$ cat src/rtl/fll_cfg_pkg.sv
// fll_cfg_pkg
// Shared types and constants for the FLL configuration-port initiator.
//   fll_cfg_state_e : controller FSM states
//   FLL_ADDR_DIV    : FLL divider register address (a write here waits for lock)
//   fll_cnt_width   : width of a counter that must reach both timeouts
package fll_cfg_pkg;

  typedef enum logic [1:0] {
    ST_IDLE = 2'd0,
    ST_REQ  = 2'd1,
    ST_LOCK = 2'd2,
    ST_RESP = 2'd3
  } fll_cfg_state_e;

  localparam logic [1:0] FLL_ADDR_DIV = 2'b00;

  // Smallest width holding max(a, b) without wrapping.
  function automatic int fll_cnt_width(input int a, input int b);
    int m;
    m = (a > b) ? a : b;
    return $clog2(m + 1);
  endfunction

endpackage

$ cat src/rtl/fll_cfg_sync.sv
// fll_cfg_sync
// Multi-flop synchroniser for a single asynchronous level.
//   clk  : destination clock
//   srst : synchronous active-high reset, clears every stage to 0
//   d    : asynchronous input level
//   q    : synchronised level, STAGES cycles behind d
module fll_cfg_sync #(
  parameter int STAGES = 2
) (
  input  logic clk,
  input  logic srst,
  input  logic d,
  output logic q
);

  logic [STAGES-1:0] chain_reg;

  always_ff @(posedge clk) begin
    if (srst) begin
      chain_reg <= '0;
    end else begin
      chain_reg <= {chain_reg[STAGES-2:0], d};
    end
  end

  assign q = chain_reg[STAGES-1];

endmodule

$ cat src/rtl/fll_cfg_ctrl.sv
// fll_cfg_ctrl
// Turns single-beat register commands into the FLL req/ack handshake.
// A write to the divider register additionally waits for the FLL to lock.
// Missing ack or missing lock is reported as an error response.
// Ports:
//   clk_i, rst_i                : clock, synchronous active-high reset
//   cmd_valid_i/cmd_ready_o     : command handshake
//   cmd_we_i/addr_i/wdata_i     : command fields
//   rsp_valid_o/rdata_o/err_o   : one-cycle response pulse with data and error
//   busy_o                      : controller not idle
//   fll_req_o/wr_no/addr_o/wdata_o : request side towards the FLL
//   fll_ack_i/rdata_i/lock_i    : FLL side (ack and lock are asynchronous)
//   lock_o                      : synchronised lock, free-running
module fll_cfg_ctrl
  import fll_cfg_pkg::*;
#(
  parameter int SYNC_STAGES  = 2,
  parameter int ACK_TIMEOUT  = 255,
  parameter int LOCK_SETTLE  = 16,
  parameter int LOCK_TIMEOUT = 1023
) (
  input  logic        clk_i,
  input  logic        rst_i,
  input  logic        cmd_valid_i,
  output logic        cmd_ready_o,
  input  logic        cmd_we_i,
  input  logic [1:0]  cmd_addr_i,
  input  logic [31:0] cmd_wdata_i,
  output logic        rsp_valid_o,
  output logic [31:0] rsp_rdata_o,
  output logic        rsp_err_o,
  output logic        busy_o,
  output logic        fll_req_o,
  output logic        fll_wr_no,
  output logic [1:0]  fll_addr_o,
  output logic [31:0] fll_wdata_o,
  input  logic        fll_ack_i,
  input  logic [31:0] fll_rdata_i,
  input  logic        fll_lock_i,
  output logic        lock_o
);

  localparam int CNT_W = fll_cnt_width(ACK_TIMEOUT, LOCK_TIMEOUT);
  localparam logic [CNT_W-1:0] CNT_MAX     = {CNT_W{1'b1}};
  localparam logic [CNT_W-1:0] BLANK_CNT   = CNT_W'(SYNC_STAGES);
  localparam logic [CNT_W-1:0] ACK_TO_CNT  = CNT_W'(ACK_TIMEOUT);
  localparam logic [CNT_W-1:0] SETTLE_CNT  = CNT_W'(LOCK_SETTLE);
  localparam logic [CNT_W-1:0] LOCK_TO_CNT = CNT_W'(LOCK_TIMEOUT);

  fll_cfg_state_e   state;
  logic [CNT_W-1:0] cnt;
  logic [CNT_W-1:0] cnt_sat;
  logic             ack_sync;
  logic             lock_sync;
  logic             ack_ok;
  logic             lock_ok;

  fll_cfg_sync #(.STAGES(SYNC_STAGES)) u_ack_sync (
    .clk  (clk_i),
    .srst (rst_i),
    .d    (fll_ack_i),
    .q    (ack_sync)
  );

  fll_cfg_sync #(.STAGES(SYNC_STAGES)) u_lock_sync (
    .clk  (clk_i),
    .srst (rst_i),
    .d    (fll_lock_i),
    .q    (lock_sync)
  );

  assign lock_o = lock_sync;

  // Saturating increment so a long wait can never wrap back below a threshold.
  assign cnt_sat = (cnt == CNT_MAX) ? cnt : cnt + 1'b1;

  // The first SYNC_STAGES REQ cycles may still see the ack level of the
  // previous transfer travelling through the synchroniser, so ignore them.
  assign ack_ok  = ack_sync && (cnt >= BLANK_CNT);
  assign lock_ok = lock_sync && (cnt >= SETTLE_CNT);

  always_ff @(posedge clk_i) begin
    if (rst_i) begin
      state       <= ST_IDLE;
      cnt         <= '0;
      cmd_ready_o <= 1'b1;
      busy_o      <= 1'b0;
      rsp_valid_o <= 1'b0;
      rsp_rdata_o <= '0;
      rsp_err_o   <= 1'b0;
      fll_req_o   <= 1'b0;
      fll_wr_no   <= 1'b1;
      fll_addr_o  <= '0;
      fll_wdata_o <= '0;
    end else begin
      case (state)
        ST_IDLE: begin
          if (cmd_valid_i) begin
            fll_addr_o  <= cmd_addr_i;
            fll_wdata_o <= cmd_wdata_i;
            fll_wr_no   <= ~cmd_we_i;
            fll_req_o   <= 1'b1;
            cnt         <= '0;
            cmd_ready_o <= 1'b0;
            busy_o      <= 1'b1;
            state       <= ST_REQ;
          end
        end

        ST_REQ: begin
          if (ack_ok) begin
            if (fll_wr_no) begin
              rsp_rdata_o <= fll_rdata_i;
            end
            fll_req_o <= 1'b0;
            cnt       <= '0;
            if (!fll_wr_no && (fll_addr_o == FLL_ADDR_DIV)) begin
              state <= ST_LOCK;
            end else begin
              rsp_valid_o <= 1'b1;
              rsp_err_o   <= 1'b0;
              state       <= ST_RESP;
            end
          end else if (cnt == ACK_TO_CNT) begin
            fll_req_o   <= 1'b0;
            rsp_valid_o <= 1'b1;
            rsp_err_o   <= 1'b1;
            state       <= ST_RESP;
          end else begin
            cnt <= cnt_sat;
          end
        end

        ST_LOCK: begin
          if (lock_ok) begin
            rsp_valid_o <= 1'b1;
            rsp_err_o   <= 1'b0;
            state       <= ST_RESP;
          end else if (cnt == LOCK_TO_CNT) begin
            rsp_valid_o <= 1'b1;
            rsp_err_o   <= 1'b1;
            state       <= ST_RESP;
          end else begin
            cnt <= cnt_sat;
          end
        end

        ST_RESP: begin
          rsp_valid_o <= 1'b0;
          rsp_err_o   <= 1'b0;
          cmd_ready_o <= 1'b1;
          busy_o      <= 1'b0;
          state       <= ST_IDLE;
        end

        default: begin
          state <= ST_IDLE;
        end
      endcase
    end
  end

endmodule

$ cat config.mk
export PLATFORM = sky130hd
export DESIGN_NAME = fll_cfg_ctrl
export DESIGN_NICKNAME = d
export VERILOG_FILES = /design/src/rtl/fll_cfg_pkg.sv /design/src/rtl/fll_cfg_sync.sv /design/src/rtl/fll_cfg_ctrl.sv
export SDC_FILE = /design/constraint.sdc
export NUM_CORES = 1
export LEC_CHECK = 0
export ABC_AREA = 1
export BUFFER_PORTS_ARGS = -buffer_cell sky130_fd_sc_hd__buf_2
export CAP_MARGIN = 20
export CORE_MARGIN = 8
export CORE_UTILIZATION = 48
export DETAILED_ROUTE_END_ITERATION = 10
export PLACE_DENSITY = 0.9
export SETUP_SLACK_MARGIN = 0.05
export SLEW_MARGIN = 30
export SYNTH_ARGS = -nofsm -noshare
export SYNTH_HDL_FRONTEND = slang
export SYNTH_SLANG_ARGS = --single-unit
$ cat constraint.sdc
create_clock -name clk_i -period 1.7 [get_ports clk_i]
set_input_delay 0.17 -clock clk_i [delete_from_list [all_inputs] [get_ports clk_i]]
set_output_delay 0.17 -clock clk_i [all_outputs]
set_load 0.02 [all_outputs]
==> flow_metrics.env <==
export IMPL_route_final_wire_length_um=11700
export IMPL_final_nets=727
export IMPL_area_delta_synth_final_pct=39.9
export IMPL_maxSlewHeadroom_pct=59.7
export IMPL_netlist_instances=490
export IMPL_finalHoldViolCount=0
export IMPL_path_max_fanout=8
export IMPL_synth_area_per_cell_um2=7.54
export IMPL_yosys_cell_count_top_type="dfxtp_1"
export IMPL_ir_drop_mv=1.21
export IMPL_die_area_mm2=0.0108
export IMPL_synth_ff_latch_count=88
export IMPL_die_h_um=104
export IMPL_chipWidth_um=104
export IMPL_route_detailed_vias_per_inst=5.09
export IMPL_core_mm2=0.00761
export IMPL_critical_path_endpoint_type="flip-flop"
export IMPL_synth_cell_types=32
export IMPL_critical_path_top_delay_family="simple AND/OR/NAND/NOR gates"
export IMPL_place_hpwl_um=7860
export IMPL_largest_registers="fll_wdata_o: 32 flops, rsp_rdata_o: 32 flops, cnt: 10 flops"
export IMPL_antenna_cells_inserted=0
export IMPL_cell_area_after_synthesis_mm2=0.00370
export IMPL_routed_wl_met3_um=877
export IMPL_grt_pass1_vias=3924
export IMPL_grt_pass1_wl_um=18300
export IMPL_report_final_setup_viol=0
export IMPL_max_clock_path_buffers=2
export IMPL_synth_top_cell_area_share_pct=47.7
export IMPL_max_cap_violations=0
export IMPL_drtIter0Drc=155
export IMPL_postSynthNetCount=569
export IMPL_wl_met2_um=6090
export IMPL_timing_clock_skew_ps=9.97
export IMPL_max_stage_delay_ps=410
export IMPL_cp_cell_sequence="nor2_1 -> nand3_4 -> clkinv_1 -> nand2_2 -> nand4_4 -> buf_6 -> o21ai_0 -> a21oi_1"
export IMPL_std_cell_rows=32
export IMPL_tritoncts="yes"
export IMPL_dr_pass1_iters=5
export IMPL_detail_route_wirelength_met1_um=4570
export IMPL_finalHoldWorstSlack_ps=15.0
export IMPL_route_vias_total=3845
export IMPL_worst_setup_path_type="reg2reg"
export IMPL_final_antenna_net_count=0
export IMPL_synth_cells_most_frequent="88 x dfxtp_1, 87 x nor2_1, 70 x o21ai_0, 66 x inv_1, 42 x nand2_1"
export IMPL_min_period_over_period_pct=98.2
export IMPL_status="complete, no violations"
export IMPL_drc=0
export IMPL_yosys_top_cells_area="dfxtp_1 48%, o21ai_0 9.5%, nor2_1 8.8%"
export IMPL_htreeDepth=3
export IMPL_cts_buffers_inserted=9
export IMPL_globalRoute_totalOverflow=0
export IMPL_final_layout_size_suffix_gt1_share_pct=37.8
export IMPL_maximum_number_of_pins_on_one_net_before_global_route_repair=67
export IMPL_detail_route_wl_per_cell_um=15.5
export IMPL_synth_edf_count=0
export IMPL_grt_antenna_before_repair=0
export IMPL_placement_io_buffers=144
export IMPL_clock_latency_ps=350
export IMPL_floorplan_initialDensity_pct=48.6
export IMPL_critPathArrivalTime_ps=1920
export IMPL_async_flop_share_pct=0
export IMPL_cellPowerDensity_mw_per_mm2=1350
export IMPL_post_route_cell_area_mm2=0.00517
export IMPL_gp_routability_congestion=0.847
export IMPL_finish_utilization_pct=68.0
export IMPL_achievable_frequency_mhz=599
export IMPL_clockRootBuffer="clkbuf_8"
export IMPL_p_leak_nw=2.43
export IMPL_setup_slack_ps=30.3
export IMPL_grt_setup_unrepaired="yes"
export IMPL_actual_transition_at_the_worst_max_transition_pin_ps=604
export IMPL_worst_path_buf_inv=2
export IMPL_fillCellCount=609
export IMPL_hold_path_class="in2reg"
export IMPL_crit_required_ps=1950
export IMPL_worstSetupStartpointType="flip-flop"
export IMPL_synth_sequential_area_ratio_pct=47.7
export IMPL_crit_path_top_delay_cell="dfxtp_1"
export IMPL_yosys_area_top_type="dfxtp_1"
export IMPL_worst_setup_hold_path_clk_slew_ps=100
export IMPL_yosys_most_used_dff="dfxtp_1"
export IMPL_post_dp_cell_area_mm2=0.00459
export IMPL_max_transition_viols_final=0
export IMPL_fin_total_pwr_mw=6.99
export IMPL_io_pin_count=145
export IMPL_top_signal_layer_used="met4"
export IMPL_finalWorstPathRequiredPeriod_ps=1670
export IMPL_tritoncts_num_sinks=88
export IMPL_grtUsageTotal_pct=19.9
export IMPL_synth_warning_count=0
export IMPL_setup_slack_after_placement_ps=-72.7
-- layout by cell type (no fill, tap or decap), types with 3 or more instances in the layout --
cell type  count
a21oi_1       37
nand4_1        4
nor2_1        83
o21ai_1       25
nor2_4         4
nand3_4        6
dfxtp_1       82
o21ai_0       43
nand3_1       16
a21oi_2        8
buf_4         16
nand3_2        5
inv_1         63
nor3_1         3
inv_4          3
nand2_2       11
ha_1           5
clkbuf_8       9
nand2_1       35
dfxtp_2        4
o21ai_2        4
clkinv_1       3
nor2_2         5
buf_6          3
buf_2        144
-- report_power, final --
| group | switching [mW] | internal [mW] |
|---|---|---|
| logic | 1.78 | 0.966 |
| clock network | 0.789 | 0.846 |
| registers | 0.200 | 2.40 |
-- timing repair --
action                                 in CTS  in global routing
buffers inserted                            1                  4
resized for setup                          10                 77
gates cloned                                3                  2
setup endpoints to repair                  46                 47
pin swaps                                   4                 26
hold buffers                                1                  0
endpoints found under the hold margin       1                  0
-- worst reg2reg max path, cell delays in order (launching register included) --
cell	delay [ps]
dfxtp_1	410
nor2_1	100
nand3_4	130
clkinv_1	90
nand2_2	110
nand4_4	210
buf_6	230
o21ai_0	190
a21oi_1	80
-- worst paths after layout --
check	slack, ps	end	cells past startpoint	start
max	30	rsp_rdata_o[11]	8	cnt[7]
min reg2reg	410	u_lock_sync.chain_reg[1]	2	u_lock_sync.chain_reg[0]
min	10	u_lock_sync.chain_reg[0]	3	fll_lock_i
max reg2reg	30	rsp_rdata_o[11]	8	cnt[7]
-- layer usage --
metal  up-vias  GRT usage [%]
met1      1787           21.3
met2       157           35.5
li1       1879              -
met5         -              0
met3        22           6.75
met4         0           7.34
-- kinds of logic after synthesis --
group / after synthesis / share of synthesized area [%]
DFF: 88 / 47.7
buffers and inverters: 94 / 9.85
adders and majority gates: 7 / 2.37
AOI/OAI and AO/OA: 124 / 18.1
xor gates and xnor gates: 2 / 0.474
and+or+nand+nor: 175 / 21.5
-- area by class of cell --
cell class,count,area (um2),area share [%]
inverter,71,274,5.30
multi-input combinational,309,1770,34.2
tap,102,128,2.47
clock inverter,7,101,1.96
timing repair buffer,169,1000,19.4
sequential,88,1770,34.3
clock buffer,9,124,2.40
-- through the flow --
step                cells  setup TNS (ps)
global route          755            -841
detailed placement    728            -353
finish                755               0
global placement      728               0
floorplan             490               0
CTS                   749               0
(Power assumes the default switching activity.)
